### config.mk
export PLATFORM = sky130hd
export DESIGN_NAME = dest_tag_pipeline
export DESIGN_NICKNAME = d
export VERILOG_FILES = /design/src/rtl/pipe_tag_pkg.sv /design/src/rtl/dest_tag_pipeline_tag_stage.sv /design/src/rtl/dest_tag_pipeline.sv
export SDC_FILE = /design/constraint.sdc
export NUM_CORES = 1
export LEC_CHECK = 0
export ABC_CLOCK_PERIOD_IN_PS = 2000
export CAP_MARGIN = 20
export CORE_UTILIZATION = 39
export DETAILED_ROUTE_END_ITERATION = 8
export GPL_ROUTABILITY_DRIVEN = 0
export HOLD_SLACK_MARGIN = 0.02
export PLACE_DENSITY = 0.87
export SLEW_MARGIN = 20
export SYNTH_ARGS = -nofsm -noshare
export SYNTH_HDL_FRONTEND = slang
export SYNTH_SLANG_ARGS = --single-unit
### constraint.sdc
create_clock -name clk -period 2 [get_ports clk]
set_input_delay 0.4 -clock clk [delete_from_list [all_inputs] [get_ports clk]]
set_output_delay 0.4 -clock clk [all_outputs]
set_load 0.01 [all_outputs]
### src/rtl/pipe_tag_pkg.sv
// Shared types for the destination-tag pipeline: stage tag payload, operand
// encoding and the load-use FSM states.
package pipe_tag_pkg;

  localparam int unsigned REG_W  = 3;
  localparam int unsigned OPND_W = 4;

  // Operand code meaning "this instruction has no such operand".
  localparam logic [OPND_W-1:0] NO_REG = 4'b1000;

  typedef struct packed {
    logic [REG_W-1:0] rdest;
    logic             reg_write;
    logic             mem_read;
  } tag_t;

  localparam int unsigned TAG_W = $bits(tag_t);

  typedef enum logic {
    RUN       = 1'b0,
    LU_BUBBLE = 1'b1
  } lu_state_t;

  // True when a decode operand names a real register equal to rdest.
  function automatic logic opnd_match(input logic [OPND_W-1:0] opnd,
                                      input logic [REG_W-1:0]  rdest);
    return !opnd[OPND_W-1] && (opnd[REG_W-1:0] == rdest);
  endfunction

endpackage

### src/rtl/dest_tag_pipeline_tag_stage.sv
// One pipeline register for a destination tag: en advances, clr loads a bubble.
module tag_stage
  import pipe_tag_pkg::*;
(
  input  logic             clk,
  input  logic             rst_n,
  input  logic             en,
  input  logic             clr,
  input  logic [TAG_W-1:0] d,
  output logic [TAG_W-1:0] q
);

  always_ff @(posedge clk or negedge rst_n) begin
    if (!rst_n) begin
      q <= '0;
    end else if (en) begin
      q <= clr ? '0 : d;
    end
  end

endmodule

### src/rtl/dest_tag_pipeline.sv
// Destination-tag pipeline (ID/EX -> EX/MEM -> MEM/WB) with load-use bubble
// insertion. In-port capture is built only when DEST_TAG_IN_PORT_EN is defined.
module dest_tag_pipeline
  import pipe_tag_pkg::*;
#(
  parameter int unsigned DATA_W = 16,
  parameter int unsigned CNT_W  = 16
) (
  input  logic              clk,
  input  logic              rst_n,
  input  logic [2:0]        id_rdest,
  input  logic              id_reg_write,
  input  logic              id_mem_read,
  input  logic              id_in_port_select,
  input  logic [3:0]        id_rsrc_use,
  input  logic [3:0]        id_rdest_use,
  input  logic [DATA_W-1:0] in_port,
  input  logic              mem_stall,
  input  logic              flush,
  output logic [2:0]        ex_mem_rdest,
  output logic              ex_mem_reg_write,
  output logic [2:0]        mem_wb_rdest,
  output logic              mem_wb_reg_write,
  output logic              ex_inPortSelect,
  output logic [DATA_W-1:0] ex_inPortValue,
  output logic              mem_inPortSelect,
  output logic [DATA_W-1:0] mem_inPortValue,
  output logic              hazard_stall,
  output logic [CNT_W-1:0]  lu_stall_count
);

  lu_state_t        state;
  tag_t             id_tag;
  tag_t             id_ex;
  tag_t             ex_mem;
  tag_t             mem_wb;
  logic [TAG_W-1:0] id_ex_q;
  logic [TAG_W-1:0] ex_mem_q;
  logic [TAG_W-1:0] mem_wb_q;
  logic             adv;
  logic             bubble;
  logic             lu_hit;
  logic             unused_mem_wb_read;

  assign adv    = !mem_stall;
  assign id_tag = '{rdest: id_rdest, reg_write: id_reg_write, mem_read: id_mem_read};
  assign id_ex  = tag_t'(id_ex_q);
  assign ex_mem = tag_t'(ex_mem_q);
  assign mem_wb = tag_t'(mem_wb_q);

  // Load in ID/EX whose result a decode operand needs before it can be forwarded.
  assign lu_hit = id_ex.mem_read && id_ex.reg_write &&
                  (opnd_match(id_rsrc_use, id_ex.rdest) ||
                   opnd_match(id_rdest_use, id_ex.rdest));

  assign hazard_stall = (state == RUN) && lu_hit && !flush;
  assign bubble       = hazard_stall || flush;

  tag_stage u_id_ex (
    .clk   (clk),
    .rst_n (rst_n),
    .en    (adv),
    .clr   (bubble),
    .d     (TAG_W'(id_tag)),
    .q     (id_ex_q)
  );

  tag_stage u_ex_mem (
    .clk   (clk),
    .rst_n (rst_n),
    .en    (adv),
    .clr   (1'b0),
    .d     (id_ex_q),
    .q     (ex_mem_q)
  );

  tag_stage u_mem_wb (
    .clk   (clk),
    .rst_n (rst_n),
    .en    (adv),
    .clr   (1'b0),
    .d     (ex_mem_q),
    .q     (mem_wb_q)
  );

  assign ex_mem_rdest       = ex_mem.rdest;
  assign ex_mem_reg_write   = ex_mem.reg_write;
  assign mem_wb_rdest       = mem_wb.rdest;
  assign mem_wb_reg_write   = mem_wb.reg_write;
  // Load flag has no consumer past write-back.
  assign unused_mem_wb_read = mem_wb.mem_read;

  // Load-use FSM and saturating stall counter; both freeze under mem_stall.
  always_ff @(posedge clk or negedge rst_n) begin
    if (!rst_n) begin
      state          <= RUN;
      lu_stall_count <= '0;
    end else if (adv) begin
      case (state)
        RUN:       if (hazard_stall) state <= LU_BUBBLE;
        LU_BUBBLE: state <= RUN;
        default:   state <= RUN;
      endcase
      if (hazard_stall && (lu_stall_count != '1)) begin
        lu_stall_count <= lu_stall_count + CNT_W'(1);
      end
    end
  end

`ifdef DEST_TAG_IN_PORT_EN
  logic              id_ex_in_sel;
  logic              ex_in_sel;
  logic              mem_in_sel;
  logic [DATA_W-1:0] ex_in_val;
  logic [DATA_W-1:0] mem_in_val;

  // In-port value is sampled as an IN instruction leaves ID/EX.
  always_ff @(posedge clk or negedge rst_n) begin
    if (!rst_n) begin
      id_ex_in_sel <= 1'b0;
      ex_in_sel    <= 1'b0;
      ex_in_val    <= '0;
      mem_in_sel   <= 1'b0;
      mem_in_val   <= '0;
    end else if (adv) begin
      id_ex_in_sel <= bubble ? 1'b0 : id_in_port_select;
      ex_in_sel    <= id_ex_in_sel;
      ex_in_val    <= id_ex_in_sel ? in_port : '0;
      mem_in_sel   <= ex_in_sel;
      mem_in_val   <= ex_in_val;
    end
  end

  assign ex_inPortSelect  = ex_in_sel;
  assign ex_inPortValue   = ex_in_val;
  assign mem_inPortSelect = mem_in_sel;
  assign mem_inPortValue  = mem_in_val;
`else
  logic unused_in;

  assign unused_in        = ^{in_port, id_in_port_select};
  assign ex_inPortSelect  = 1'b0;
  assign ex_inPortValue   = '0;
  assign mem_inPortSelect = 1'b0;
  assign mem_inPortValue  = '0;
`endif

endmodule

==> summary.md, run 1 <==
| Metric | Value |
|---|---|
| Status | completed |
| Number of synthesis warnings | 0 |
| IO buf count | a little over 40 |
| EDFF count, synth | 0 |
| Vias per cell | 4.65 |
| # setup viols final | 0 |
| DR iter-0 viols | 63 |
| I/O pin cnt | 93 |
| Die Span X | 69.3 um |
| Clk_lat worst skew | between 0.2 and 0.3 ns |
| Worst Setup SP | id_rsrc_use[1] |
| TritonCTS Buffers | 5 |
| H-Tree Depth | 2 |
| Antenna viol nets, final | 0 |
| Post-DP HPWL | about 2.4 mm |
| Clock buffer depth | 2 |
| Final hold vios | 0 |
| CP Buf/Inv Count | 2 |
| RSZ-0062 raised after global routing | true |
| Largest net degree at the start of global routing | 31 |
| TritonCTS clock tree | yes |
| Ant. Diodes | 0 |
| Power Dens Cells | between 600 and 700 nW/um^2 |
| Clock slew at reported path FFs | roughly 0.060 ns |
| Nets | 254 |
| Mapped Cells | about 160 |
| Yosys reg bits | 30 |
| Vias | around 1300 |
| CTS sink cnt | 30 |
| Crit path max fanout | 2 |
| Worst vdd ir | about 440 uV |
| Die area | 4800 sq um |
| Global Route Usage Sum | 0.145 |
| Largest delay contributor family on the critical path | buffers and inverters |
| Max-cap violations | 0 |
| Worst EP arrival | ~1.5 ns |
| HP Start | lu_stall_count[13]$_DFFE_PN0P_ |
| Overflow after GRT | 0 |
| CP max-delay cell | clkdlybuf4s50_1 |
| Final setup margin | between 0.06 and 0.07 ns |
| Initial antenna violation count | 0 |
| Die Y | between 60 and 70 um |
| 1st-pass router iterations | 4 |
| Final core utilization | 0.530 |
| Initial Util | 0.405 |
| Most used DFF post-synth | dfrtp_1 |
| Routed WL | about 3.3 mm |
| Mapped cell area | between 1500 and 2000 sq um |
| WL per Instance | approximately 12 um |
| FF-to-FF setup slack | about 0.090 ns |
| Top cell type's share of synthesized area | 0.426 |
| CP cell instances | clkdlybuf4s50_1 -> xor2_1 -> nor4_2 -> o21ai_2 -> nor2_1 -> buf_2 |
| Startpoint types | input port |
| WHS | 0.481 ns |
| Layout Area Growth over Synthesis | 30.9% |
| Critical path endpoint category | primary output |
| Fin crit share | 0.970 |
| Reg2Reg Depth | 6 |
| Post-synth ARST share | 1.00 |
| Power, Total | around 1400 uW |
| Vias in the first global route | approximately 1100 |
| Post-Syn Area per Cell | about 11 sq um |
| Crit path depth | 6 |
| Required @ worst endpoint | approximately 1.6 ns |
| Commonest cells in the netlist | buf_4, dfrtp_1, xor2_1, nand2_1, mux2_2 |
| Hold Path Class | flip-flop to flip-flop |
| Worst slack, placed | -0.531 ns |
| Layout cells sized above 1 | 0.236 |
| Final worst path period need | 1.94 ns |
| Slowest stage delay, CP | approximately 0.42 ns |
| Post-synthesis sequential area ratio | 0.426 |
| Core Region | 4350 sq um |
| Root Buffer | clkbuf_8 |
| Unique masters post-synth | 33 |
| Max Clock Skew | between 0.006 and 0.007 ns |
| Leak pwr | between 0.001 and 0.0015 uW |
| Reg2reg start | u_id_ex.q[4]$_DFFE_PN0N_ |
| FP Rows | 24 |
| Fmax | ~520 MHz |
| Hold path depth | 1 |
| First-pass GRT wire length | approximately 5.4 mm |
| Count leader, synth | buf_4 |
| Crit path kind | input port to primary output |
| Cell taking the most area after synthesis | dfrtp_1 |
| Synth area leaders | dfrtp_1, buf_4, xor2_1, mux2_2, nor4_2 |
| DRC | 0 |
| Final Max Slew Viols | 0 |
-- state kept, by name, indices dropped and copies added (netlist names) --
signal,cells
u_mem_wb.q,4
lu_stall_count,16
u_id_ex.q,5
u_ex_mem.q,4
state,1
-- cell families after synthesis --
kind of cell / Yosys count / share of synthesized area
simple gates: 55 / 0.209
buf+inv: 38 / 0.158
flops: 30 / 0.426
xor+xnor: 19 / 0.0943
mux: 11 / 0.0702
compound gates: 7 / 0.0340
fa+ha+maj: 1 / 0.00709
other cells: 1 / 0.00213
-- path summary, 6_finish.rpt --
kind,end
setup / recovery,hazard_stall
hold reg to reg,lu_stall_count[13]$_DFFE_PN0P_
min in group asynchronous,u_mem_wb.q[3]$_DFFE_PN0N_
setup reg to reg,lu_stall_count[1]$_DFFE_PN0P_
max in group asynchronous,lu_stall_count[0]$_DFFE_PN0P_
hold / removal,lu_stall_count[13]$_DFFE_PN0P_
-- power by group --
part | switching (uW) | internal, uW | total, uW
logic | 101 | 113 | 214
clock network | 235 | 276 | 511
registers | 25.3 | 639 | 664
total | 361 | 1030 | 1390
-- stage by stage --
stage | TNS, ns | instance area [sq um] | std cells
after floorplan | 0 | 1890 | 195
after global placement | -4.55 | 2180 | 263
after detailed placement | -5.83 | 2180 | 263
after CTS | -0.0111 | 2290 | 272
after global routing | -0.0746 | 2310 | 272
final | 0 | 2310 | 272
-- cells in the final DEF (no fill, tap or decap), types with 2 or more instances in the layout --
master,count
a22o_1,5
and2_1,2
buf_4,14
clkbuf_8,6
clkdlybuf4s50_1,36
conb_1,34
dfrtp_1,29
dlygate4sd2_1,4
mux2_2,11
nand2_1,13
nand3_1,2
nand4_1,3
nor2_1,4
nor2b_1,5
nor3_1,4
nor3_2,2
nor4_2,5
nor4b_2,2
xor2_1,19
-- what timing repair did --
| item | CTS | global route |
|---|---|---|
| setup endpoints to repair | 6 | 7 |
| pin swaps | 4 | 3 |
| buffers inserted | 1 | 0 |
| resized for setup | 10 | 6 |
| hold buffers | 0 | 0 |
-- per-layer routing --
layer | part of all wire | wire length, um | global-route usage
met4 | 0.011 | 36 | 0.0544
met1 | 0.44 | 1440 | 0.187
met2 | 0.49 | 1590 | 0.217
met5 | 0 | 0 | 0
met3 | 0.057 | 184 | 0.0596
-- final cells by class --
type                       count  area, sq um
sequential                    30          752
clock inverter                 2         12.5
multi-input combinational    127          891
tap                           52         65.1
fill                         385         2050
clock buffer                   6         82.6
timing repair buffer          55          505
No activity file was read; power rests on OpenSTA's default activity.
==> run 2: changes to the inputs <==
--- a/config.mk
+++ b/config.mk
@@ -7,11 +7,11 @@
 export LEC_CHECK = 0
 export ABC_CLOCK_PERIOD_IN_PS = 2000
 export CAP_MARGIN = 20
-export CORE_UTILIZATION = 39
+export CORE_UTILIZATION = 30
 export DETAILED_ROUTE_END_ITERATION = 8
 export GPL_ROUTABILITY_DRIVEN = 0
 export HOLD_SLACK_MARGIN = 0.02
-export PLACE_DENSITY = 0.87
+export PLACE_DENSITY = 0.71
 export SLEW_MARGIN = 20
 export SYNTH_ARGS = -nofsm -noshare
 export SYNTH_HDL_FRONTEND = slang
==> run 2 against run 1 <==
  * Clock power is 2% lower
  * Power down 0.36%
  * Largest power group unchanged
  * Die area increased by 29%
  * Non-clock buffer count increased by 1
  * Critical endpoint unchanged
==> summary.md, run 2 (synthesized netlist as in run 1, its figures left out) <==
| Metric | Value |
|---|---|
| Status | completed |
| Vias per cell | 4.35 (-6.6%) |
| Reg2reg start | u_id_ex.q[4]$_DFFE_PN0N_ |
| Clk_lat worst skew | 0.28 ns (about the same) |
| # setup viols final | 0 (unchanged) |
| Worst EP arrival | 1.55 ns (about the same) |
| Initial Util | 0.316 (-0.0887) |
| DRC | 0 (unchanged) |
| # fillers | 539 (+40%) |
| Hold Path Class | flip-flop to flip-flop |
| RSZ-0062 raised after global routing | true |
| Nets | 255 (+0.39%) |
| Reg2Reg Depth | 7 (+1) |
| Antenna viol nets, final | 0 (unchanged) |
| I/O pin cnt | 93 (unchanged) |
| Core Region | 5570 sq um (+28%) |
| Clock buffer depth | 2 (unchanged) |
| CTS sink cnt | 30 (unchanged) |
| Die Span X | 78.7 um (+14%) |
| Post-DP HPWL | 2.58 mm (+5.8%) |
| Worst slack, placed | -0.477 ns (+0.0537 ns) |
| Most flops, register | lu_stall_count |
| Inst Count DP | 284 (+8.0%) |
| Post-CTS Hold Buffers | 0 (unchanged) |
| Die Y | 78.7 um (+14%) |
| Hold path depth | 2 (+1) |
| Routed WL | 3.54 mm (+8.7%) |
| IO buf count | 41 (unchanged) |
| Most frequent cells in the layout | clkdlybuf4s50_1, conb_1, dfrtp_1, xor2_1, buf_4 |
| Largest net degree at the start of global routing | 31 (unchanged) |
| TritonCTS clock tree | yes |
| Vias in the first global route | 1222 (+6.5%) |
| Die area | 6190 sq um (+29%) |
| Register area | 751 sq um (-0.17%) |
| Critical path endpoint category | primary output |
| 1st-pass router iterations | 4 (unchanged) |
| First-pass GRT wire length | 5.83 mm (+8.1%) |
| Final worst path period need | 1.95 ns (+0.00803 ns) |
| Crit path kind | flip-flop to primary output |
| Final hold vios | 0 (unchanged) |
| Worst vdd ir | 434 uV (-1.1%) |
| Max reg flops | 16 (unchanged) |
| Largest registers | lu_stall_count x16, u_id_ex.q x5 |
| Layout cells sized above 1 | 0.226 (-0.0101) |
| Overflow after GRT | 0 (unchanged) |
| Global Route Usage Sum | 0.124 (-0.0204) |
| Power Dens Cells | 586 nW/um^2 (-2.6%) |
| Initial antenna violation count | 0 (unchanged) |
| Crit path max fanout | 3 (+1) |
| Cell Count, Final, Fillers Out | 293 (+7.7%) |
| Fin crit share | 0.974 (+0.00402) |
| Max Clock Skew | 0.00347 ns (-0.00274 ns) |
| Required @ worst endpoint | 1.60 ns (about the same) |
| Root Buffer | clkbuf_8 |
| Layout Area Growth over Synthesis | 33.9% |
| TritonCTS Buffers | 5 (unchanged) |
| Ant. Diodes | 0 (unchanged) |
| HP Start | state$_DFFE_PN0N_ |
| Commonest non-fill, non-tap cell in the layout | clkdlybuf4s50_1 |
| H-Tree Depth | 2 (unchanged) |
| Max-cap violations | 0 (unchanged) |
| WL per Instance | 12.1 um (+0.88%) |
| Worst Setup SP | u_id_ex.q[4]$_DFFE_PN0N_ |
| Final Max Slew Viols | 0 (unchanged) |
| Fmax | 513 MHz (-0.41%) |
| Startpoint types | flip-flop |
| Area of the multi-input gates | 902 sq um (+1.3%) |
| FP Rows | 27 (+13%) |
| Leak pwr | 0.00116 uW (+4.6%) |
| Final setup margin | 0.0523 ns (-0.00803 ns) |
| Clock slew at reported path FFs | 0.06 ns (about the same) |
| Vias | 1274 (+0.63%) |
| DR iter-0 viols | 26 (-59%) |
## run 2: cell types whose count changed in the layout (fill, tap and decap cells not counted), sizes merged
cell,previous run,this run
buf,15,16
clkbuf,6,7
clkinvlp,1,0
dlygate4sd2,4,0
dlymetal6s2s,0,4
## run 2: path summary, 6_finish.rpt
kind | endpoint | slack [ns]
min | state$_DFFE_PN0N_ | 0.49
min reg2reg | state$_DFFE_PN0N_ | 0.49
max | hazard_stall | 0.05
min in group asynchronous | lu_stall_count[13]$_DFFE_PN0P_ | 0.51
max reg2reg | lu_stall_count[8]$_DFFE_PN0P_ | 0.09
max in group asynchronous | u_mem_wb.q[3]$_DFFE_PN0N_ | 1.21
## run 2: layout make-up
class                   instances  area share
clock buffers                   7      0.0365
clock inverters                 1     0.00212
multi-input cells             127       0.382
flip-flops and latches         30       0.318
well taps                      72      0.0381
repair buffers                 56       0.224
## run 2: stage by stage
step | util | power (uW) | hold slack (ns) | instance area, sq um | setup TNS (ns)
2_1_floorplan | - | 818 | 0.104 | 1890 | 0
3_3_place_gp | 0.397 | 885 | 0.471 | 2210 | -4.76
3_5_place_dp | 0.397 | 890 | 0.484 | 2210 | -6.24
4_1_cts | 0.420 | 1400 | 0.495 | 2340 | -0.0229
5_1_grt | 0.424 | 1450 | 0.518 | 2360 | -0.0603
6_report | 0.424 | 1380 | 0.490 | 2360 | 0
## run 2: metal layers
| metal | track usage | routed length, um | vias to the layer above |
|---|---|---|---|
| met3 | 0.0337 | 136 | 5 |
| met5 | 0 | 0 | - |
| met2 | 0.225 | 1870 | 43 |
| met1 | 0.136 | 1470 | 626 |
| li1 | - | - | 600 |
| met4 | 0.0500 | 58 | 0 |
## run 2: worst max-delay path: stages, from the launching register on
cell,delay (ns)
dfrtp_1,0.42
xor2_1,0.18
nor4_2,0.32
o21ai_2,0.11
nor2_1,0.11
buf_2,0.14
## run 2: report_power, final
part | leakage, uW | switching [uW] | internal [uW]
sequential | 0.000407 | 22.2 | 638
combinational | 0.000707 | 109 | 116
clock | 0.0000482 | 222 | 277
## run 2: repair_timing
action	CTS	global route
gates resized for setup	11	5
pin swaps	1	5
endpoints found under the setup margin	12	17
setup buffers	0	1
